**src/rtl/matrix_stream_pkg.sv**
```systemverilog
// Shared types and constants for the matrix stream arbiter and its generator/multiplier neighbours.
package matrix_stream_pkg;

    localparam int DATA_W_DEFAULT = 32;

    typedef enum logic [1:0] {
        IDLE  = 2'd0,
        PASS  = 2'd1,
        DRAIN = 2'd2
    } arb_state_t;

    localparam logic [1:0] GRANT_NONE = 2'b00;
    localparam logic [1:0] GRANT_S0   = 2'b01;
    localparam logic [1:0] GRANT_S1   = 2'b10;

endpackage

```
**src/rtl/matrix_rr_pick.sv**
```systemverilog
// Combinational 2-way round-robin pick: the source that did not win last time gets priority.
module matrix_rr_pick (
    input  logic i_vld0,
    input  logic i_vld1,
    input  logic i_last_winner,
    output logic o_any,
    output logic o_pick
);

    always_comb begin
        o_any = i_vld0 | i_vld1;
        // o_pick: 1 selects s1; only meaningful when o_any is set
        if (i_last_winner) begin
            o_pick = ~i_vld0;
        end else begin
            o_pick = i_vld1;
        end
    end

endmodule

```
**src/rtl/matrix_stream_arbiter.sv**
```systemverilog
// Packet-granular 2:1 round-robin AXI-Stream arbiter with MAX_BEATS truncation and drain.
// Define ARB_PKT_COUNT_EN to add per-source completed-packet counters (pkt_cnt0/pkt_cnt1).
module matrix_stream_arbiter
    import matrix_stream_pkg::*;
#(
    parameter int DATA_W    = DATA_W_DEFAULT,
    parameter int MAX_BEATS = 1024
) (
    input  logic              clk,
    input  logic              reset,
    input  logic [DATA_W-1:0] s0_TDATA,
    input  logic              s0_TVALID,
    input  logic              s0_TLAST,
    output logic              s0_TREADY,
    input  logic [DATA_W-1:0] s1_TDATA,
    input  logic              s1_TVALID,
    input  logic              s1_TLAST,
    output logic              s1_TREADY,
    output logic [DATA_W-1:0] m_TDATA,
    output logic              m_TVALID,
    output logic              m_TLAST,
    input  logic              m_TREADY,
    output logic [1:0]        grant,
    output logic              trunc_err
`ifdef ARB_PKT_COUNT_EN
    ,
    output logic [31:0]       pkt_cnt0,
    output logic [31:0]       pkt_cnt1
`endif
);

    localparam int CNT_W = $clog2(MAX_BEATS + 1);
    localparam logic [CNT_W-1:0] LAST_IDX = CNT_W'(MAX_BEATS - 1);

    arb_state_t        r_state;
    logic [1:0]        r_grant;
    logic              r_last_winner;
    logic [CNT_W-1:0]  r_beat_cnt;
    logic              r_trunc_err;

    logic              w_any;
    logic              w_pick;
    logic              w_sel;
    logic              w_src_vld;
    logic              w_src_last;
    logic [DATA_W-1:0] w_src_dat;
    logic              w_cap;
    logic              w_beat;

    matrix_rr_pick u_pick (
        .i_vld0        (s0_TVALID),
        .i_vld1        (s1_TVALID),
        .i_last_winner (r_last_winner),
        .o_any         (w_any),
        .o_pick        (w_pick)
    );

    assign w_sel      = r_grant[1];
    assign w_src_vld  = w_sel ? s1_TVALID : s0_TVALID;
    assign w_src_last = w_sel ? s1_TLAST  : s0_TLAST;
    assign w_src_dat  = w_sel ? s1_TDATA  : s0_TDATA;
    // Current beat is the last one allowed for this packet
    assign w_cap      = (r_beat_cnt == LAST_IDX);

    always_comb begin
        m_TVALID  = 1'b0;
        m_TDATA   = '0;
        m_TLAST   = 1'b0;
        s0_TREADY = 1'b0;
        s1_TREADY = 1'b0;
        case (r_state)
            PASS: begin
                m_TVALID  = w_src_vld;
                if (w_src_vld) begin
                    m_TDATA = w_src_dat;
                    m_TLAST = w_src_last | w_cap;
                end
                s0_TREADY = r_grant[0] & m_TREADY;
                s1_TREADY = r_grant[1] & m_TREADY;
            end
            DRAIN: begin
                s0_TREADY = r_grant[0];
                s1_TREADY = r_grant[1];
            end
            default: ;
        endcase
    end

    assign w_beat    = m_TVALID & m_TREADY;
    assign grant     = r_grant;
    assign trunc_err = r_trunc_err;

    always_ff @(posedge clk) begin
        if (!reset) begin
            r_state       <= IDLE;
            r_grant       <= GRANT_NONE;
            r_last_winner <= 1'b1;
            r_beat_cnt    <= '0;
            r_trunc_err   <= 1'b0;
        end else begin
            case (r_state)
                IDLE: begin
                    if (w_any) begin
                        r_grant       <= w_pick ? GRANT_S1 : GRANT_S0;
                        r_last_winner <= w_pick;
                        r_state       <= PASS;
                    end
                end
                PASS: begin
                    if (w_beat) begin
                        if (w_src_last) begin
                            r_state    <= IDLE;
                            r_grant    <= GRANT_NONE;
                            r_beat_cnt <= '0;
                        end else if (w_cap) begin
                            r_state     <= DRAIN;
                            r_trunc_err <= 1'b1;
                            r_beat_cnt  <= '0;
                        end else begin
                            r_beat_cnt <= r_beat_cnt + 1'b1;
                        end
                    end
                end
                DRAIN: begin
                    if (w_src_vld && w_src_last) begin
                        r_state <= IDLE;
                        r_grant <= GRANT_NONE;
                    end
                end
                default: begin
                    r_state <= IDLE;
                    r_grant <= GRANT_NONE;
                end
            endcase
        end
    end

`ifdef ARB_PKT_COUNT_EN
    logic [31:0] r_pkt_cnt0;
    logic [31:0] r_pkt_cnt1;

    // Truncated packets count at their forced TLAST, not at the drained source TLAST
    always_ff @(posedge clk) begin
        if (!reset) begin
            r_pkt_cnt0 <= '0;
            r_pkt_cnt1 <= '0;
        end else if (w_beat && m_TLAST) begin
            if (r_grant[0]) begin
                r_pkt_cnt0 <= r_pkt_cnt0 + 32'd1;
            end
            if (r_grant[1]) begin
                r_pkt_cnt1 <= r_pkt_cnt1 + 32'd1;
            end
        end
    end

    assign pkt_cnt0 = r_pkt_cnt0;
    assign pkt_cnt1 = r_pkt_cnt1;
`endif

endmodule

```
**config.mk**
```make
export PLATFORM = sky130hd
export DESIGN_NAME = matrix_stream_arbiter
export DESIGN_NICKNAME = d
export VERILOG_FILES = /design/src/rtl/matrix_stream_pkg.sv /design/src/rtl/matrix_rr_pick.sv /design/src/rtl/matrix_stream_arbiter.sv
export SDC_FILE = /design/constraint.sdc
export NUM_CORES = 1
export LEC_CHECK = 0
export ABC_AREA = 1
export ABC_CLOCK_PERIOD_IN_PS = 3800
export CORE_ASPECT_RATIO = 0.8
export CORE_MARGIN = 10
export CORE_UTILIZATION = 35
export DETAILED_ROUTE_END_ITERATION = 7
export GPL_ROUTABILITY_DRIVEN = 0
export PLACE_DENSITY = 0.87
export SLEW_MARGIN = 20
export SYNTH_ARGS = -nofsm -noshare
export SYNTH_HDL_FRONTEND = slang
export SYNTH_HIERARCHICAL = 1
export SYNTH_SLANG_ARGS = --single-unit
```
**constraint.sdc**
```tcl
create_clock -name clk -period 3.8 [get_ports clk]
set_input_delay 0.57 -clock clk [delete_from_list [all_inputs] [get_ports clk]]
set_output_delay 0.57 -clock clk [all_outputs]
set_load 0.05 [all_outputs]
```
; ---- Word-level counts from Yosys, hierarchy flattened
; Index checks and enable logic that the tools add are counted.
[totals]
register_bits = 17
input_bits = 71
output_inout_bits = 39
[op_classes]
mux = 24
bitwise_logic = 7
n_reduce_logical = 7
n_eq_ne = 8
n_addsub = 1
[op_table]
columns = op, n
row1 = $mux W32, 3
row2 = $mux W11, 2
row3 = $mux W2, 9
row4 = $pmux W2 S3, 2
row5 = $reduce_and A4 Y1, 3
row6 = $add A11 B1 Y11 const B, 1
row7 = $eq A11 B10 Y1 const B, 1
row8 = $mux W1, 6
row9 = $ne A2 B2 Y1 const B, 3
row10 = $pmux W1 S2, 2
row11 = $reduce_and A2 Y1, 2
row12 = $and A1 B1 Y1, 3
row13 = $ne A3 B3 Y1 const B, 1
row14 = $eq A2 B1 Y1 const B, 1
row15 = $eq A2 B2 Y1 const B, 1
row16 = $logic_not A2 Y1, 1
row17 = $ne A2 B1 Y1 const B, 1
row18 = $not A1 Y1, 2
row19 = $or A1 B1 Y1, 2
row20 = $logic_and A1 B1 Y1, 1

; ---- Logic depth before layout (Yosys ltp)
[logic_depth]
depth_word = 5
depth_mapped = 11

; ---- By module
; Netlist, hierarchy kept.
[by_module_without_submodules]
columns = mod, cells_each, area_per_inst_um2, instances, seq_area_each_um2
row1 = matrix_stream_arbiter, 248, 1420.1, 1, 340.3
row2 = matrix_rr_pick, 6, 25.0, 1, 0.0

; ---- Worst setup path after synthesis
; Ideal clock, no wire load.
[synth_path]
path_kind = register -> output
from = reg r_grant[1] (netlist: grant[1])
to = out m_TDATA[12]
path_stages_with_launch = 7
path_slack_ns = 1.154
t_arrival_ns = 2.076
required_time_ns = 3.230
path_cell_list = dfxtp_1 buf_6 nand2_2 nand2_4 nand2_2 clkbuf_1 a21oi_1
[synth_via]
elab_chain_len = 3
[synth_rtl]
columns = element, line
row1 = "start, declared", matrix_stream_arbiter.sv:36  ; logic [1:0] r_grant;
row2 = "start signal, assigned", matrix_stream_arbiter.sv:104  ; r_grant <= w_pick ? GRANT_S1 : GRANT_S0;
row3 = $mux W32 or $mux W1 (tied branches), "matrix_stream_arbiter.sv:61, matrix_stream_arbiter.sv:59"
row4 = $mux W32 (*), matrix_stream_arbiter.sv:74  ; if (w_src_vld) begin
row5 = $mux W32 (*), matrix_stream_arbiter.sv:71  ; case (r_state)
row6 = "end, declared", matrix_stream_arbiter.sv:19  ; output logic [DATA_W-1:0] m_TDATA,
; Mark *: on every way between the ends. The rest lies on a longest branch, timed or not.

; ---- Worst setup path in the final report
[layout_path]
from = in s1_TVALID
to = out m_TDATA[0]
[layout_via]
elab_chain_len = 3
[layout_rtl]
columns = element, line
row1 = "start, declared", matrix_stream_arbiter.sv:16  ; input logic s1_TVALID,
row2 = $mux W1, matrix_stream_arbiter.sv:59  ; assign w_src_vld = w_sel ? s1_TVALID : s0_TVALID;
row3 = $mux W32, matrix_stream_arbiter.sv:74
row4 = $mux W32, matrix_stream_arbiter.sv:71
; Every way passes these cells.

==> summary.txt <==
Yosys
  – Yosys warns: 6
  – Synth Area in Simple Gates: 0.4390
  – Register area share after synthesis: 0.2355
  – Multiplexer share of the synthesized area: 0
  – Synth Area in Compound Gates: 0.1662
  – Syn Area/Cell: 5.690 µm²
  – Netlist Area Pre-Place: 0.001445 mm²
  – Synth Area in Adders: 0.04329
  – Cell taking the most area after synthesis: nand2_1
  – Top post-synthesis cells by area: nand2_1 25%, dfxtp_1 24%, a21oi_1 13%, nor2_1 7.3%, inv_1 4.4%
  – Largest family of logic cells by synthesized area: simple AND/OR/NAND/NOR gates
  – Post-synthesis xor/xnor area fraction: 0.02424
  – Synthesized net count: 330
  – Top cell type's share of synthesized area: 0.2519
  – Synth unique cells: 27
  – Yosys reg bits: 17
  – Cell count after synthesis: 254

Layout
  – N_diodes: 0
  – Fillcell total: 343
  – Design Area, Final: 0.002606 mm²
  – Multi-input logic area: 972.2 µm²
  – Final #Nets: 434
  – Sequential Area: 340.3 µm²
  – Area Growth Syn to Fin: 80.35%
  – Share of post-route cells with drive strength above 1: 0.05602

Route
  – Via Count: 1944
  – Detailed-route DRC error count: 0
  – Initial detailed-routing violation count: 105
  – DRT Wirelength: 5939 µm
  – Per-cell routed wire length: 14.42 µm
  – Post-route antenna net violation count: 0
  – DR vias/cell: 4.718
  – Drt pass-1 iters: 5

Setup path
  – Critical path endpoint category: primary output
  – Critical path peak fanout: 34
  – CP Class: in2out
  – CP required: 3.23 ns
  – Arr. time, crit path: 2.86 ns
  – Critical Path Source Type: input port

Floorplan
  – I/O pin count: 110
  – Area of the die: 0.007115 mm²
  – Die width: 91.84 µm
  – Core area: 0.003879 mm²
  – Die height: 77.48 µm
  – Row count: 20
  – Effective utilization at floorplan: 0.3726

Placement
  – Placed cell area: 0.002561 mm²
  – I/O Buffers: 109
  – DP HPWL: 4887 µm

Timing
  – RSZ-0062 raised after global routing: no
  – Slew margin rel.: 0.5591
  – Tmin final: 3.429 ns
  – Final setup viols: 0
  – Final hold violation count: 0
  – Slew Limit Fails: 0
  – Max frequency: 291.7 MHz
  – Period utilization: 0.9023
  – Worst slew pin tran: 0.6590 ns
  – TNS Setup: 0 ns
  – Final Skew: 0.005301 ns

Clocking
  – Inserted Clock Buffers: 3
  – Clock root cell: clkbuf_8
  – TritonCTS clock tree: done
  – Clk sinks: 17
  – Reg clk slew, reported paths: 0.06 ns
  – Clock Latency Late Sink: 0.25 ns
  – Setup bufs post-CTS: 0
  – Clock tree buffer depth: 2
  – CTS resizes: 0
  – CTS Hold Bufs: 0
  – H-tree depth: 1

Global route
  – Total grt overflow: 0
  – GRT Util Overall: 0.1550
  – Vias in the first global route: 1812
  – First-pass GRT wire length: 9135 µm
  – Antenna violations before repair: 0
  – Largest net degree at the start of global routing: 38

Job
  – Number of max-cap violations: 0

Pwr
  – PwrDens: 482.5 mW/mm²
  – Peak supply drop: 0.4095 mV
  – Total power: 1.257 mW
  – P_leak: 1.075 nW

Status
  – Status: complete, no violations

Worst hold path
  – Hold crit path type: reg2reg
-- cell usage after synthesis --
| cell | instances |
|---|---|
| nand2_2 | 3 |
| clkbuf_1 | 8 |
| inv_4 | 1 |
| nand2_1 | 97 |
| buf_2 | 2 |
| or2_0 | 1 |
| nand4_1 | 1 |
| buf_6 | 1 |
| o21ai_1 | 1 |
| o21ai_0 | 3 |
| a21oi_1 | 38 |
| nor2_4 | 1 |
| nor2_2 | 2 |
| nand2_4 | 3 |
| nor2_1 | 28 |
| dfxtp_1 | 17 |
| nand3_1 | 11 |
| a31oi_1 | 2 |
| a21oi_2 | 2 |
| xor2_1 | 3 |
| xnor2_1 | 1 |
| nand3_2 | 1 |
| nor3_1 | 1 |
| inv_2 | 3 |
| ha_1 | 5 |
| inv_1 | 17 |
| or2_1 | 1 |
-- layout by cell type, fill, tap and decap left out --
| cell type | n |
|---|---|
| nand2_1 | 97 |
| xnor2_1 | 1 |
| inv_1 | 17 |
| a21oi_2 | 2 |
| nand2_4 | 3 |
| nand2_2 | 3 |
| inv_2 | 3 |
| nor3_1 | 1 |
| clkdlybuf4s50_1 | 109 |
| nor2_2 | 2 |
| xor2_1 | 3 |
| nand3_2 | 1 |
| nand3_1 | 11 |
| clkbuf_8 | 3 |
| o21ai_1 | 1 |
| o21ai_0 | 3 |
| inv_4 | 1 |
| a31oi_1 | 2 |
| buf_4 | 1 |
| clkbuf_1 | 1 |
| a21oi_1 | 38 |
| dfxtp_1 | 17 |
| nor2_1 | 28 |
| ha_1 | 5 |
| nor2_4 | 1 |
| or2_1 | 1 |
| nand4_1 | 1 |
| or2_0 | 1 |
-- critical path, stage by stage --
cell and delay [ns]:
clkdlybuf4s50_1 0.51, nand2_2 0.10, nand2_4 0.12, nand2_2 0.37, a21oi_1 0.33, clkdlybuf4s50_1 0.85
-- logic make-up (layout without fill, tap and decap cells) --
| family | after synthesis | count (layout) |
|---|---|---|
| DFF | 17 | 17 |
| AOI/OAI and AO/OA | 46 | 46 |
| buffers and inverters | 32 | 135 |
| adders and majority gates | 5 | 5 |
| xor gates and xnor gates | 4 | 4 |
| and+or+nand+nor | 150 | 150 |
-- per-layer routing --
layer / GRT usage / vias up / wire, µm
met5: 0 / - / 0
met4: 0.03077 / 0 / 54
met3: 0.03654 / 9 / 370
met2: 0.2986 / 71 / 3158
met1: 0.1673 / 857 / 2356
li1: - / 1007 / -
-- flip-flops by register name, indices dropped and copies added (netlist names) --
register	cells
r_beat_cnt	11
r_last_winner	1
grant	2
trunc_err	1
r_state	2
-- through the flow --
step | std cells | setup WS (ns) | util | hold slack, ns
6_report | 412 | 0.3714 | 0.6719 | 0.4861
5_1_grt | 412 | 0.2321 | 0.6719 | 0.5190
4_1_cts | 412 | 0.3490 | 0.6719 | 0.4877
3_5_place_dp | 408 | 0.3526 | 0.6603 | 0.4729
3_3_place_gp | 408 | 0.3943 | 0.6603 | 0.4607
2_1_floorplan | 254 | 1.154 | - | 0.4371
-- power breakdown --
part,internal (mW),leakage (nW),switching [mW]
Clock,0.0744,0.0228,0.0627
Sequential,0.202,0.138,0.0180
Combinational,0.301,0.914,0.599
-- path summary, 6_finish.rpt --
path,startpoint,endpoint,slack (ns),cells after the start
hold / removal,r_last_winner,r_last_winner,0.49,2
hold reg to reg,r_last_winner,r_last_winner,0.49,2
setup / recovery,s1_TVALID,m_TDATA[0],0.37,6
setup reg to reg,grant[1],r_beat_cnt[2],1.74,8
-- cell type report --
cell class | instances | share of cell area
clock buffers | 4 | 0.01728
inverters | 21 | 0.03120
multi-input cells | 205 | 0.3730
flip-flops and latches | 17 | 0.1306
well taps | 55 | 0.02640
repair buffers | 110 | 0.4215
Note: power is estimated with default switching activity, not from simulation.
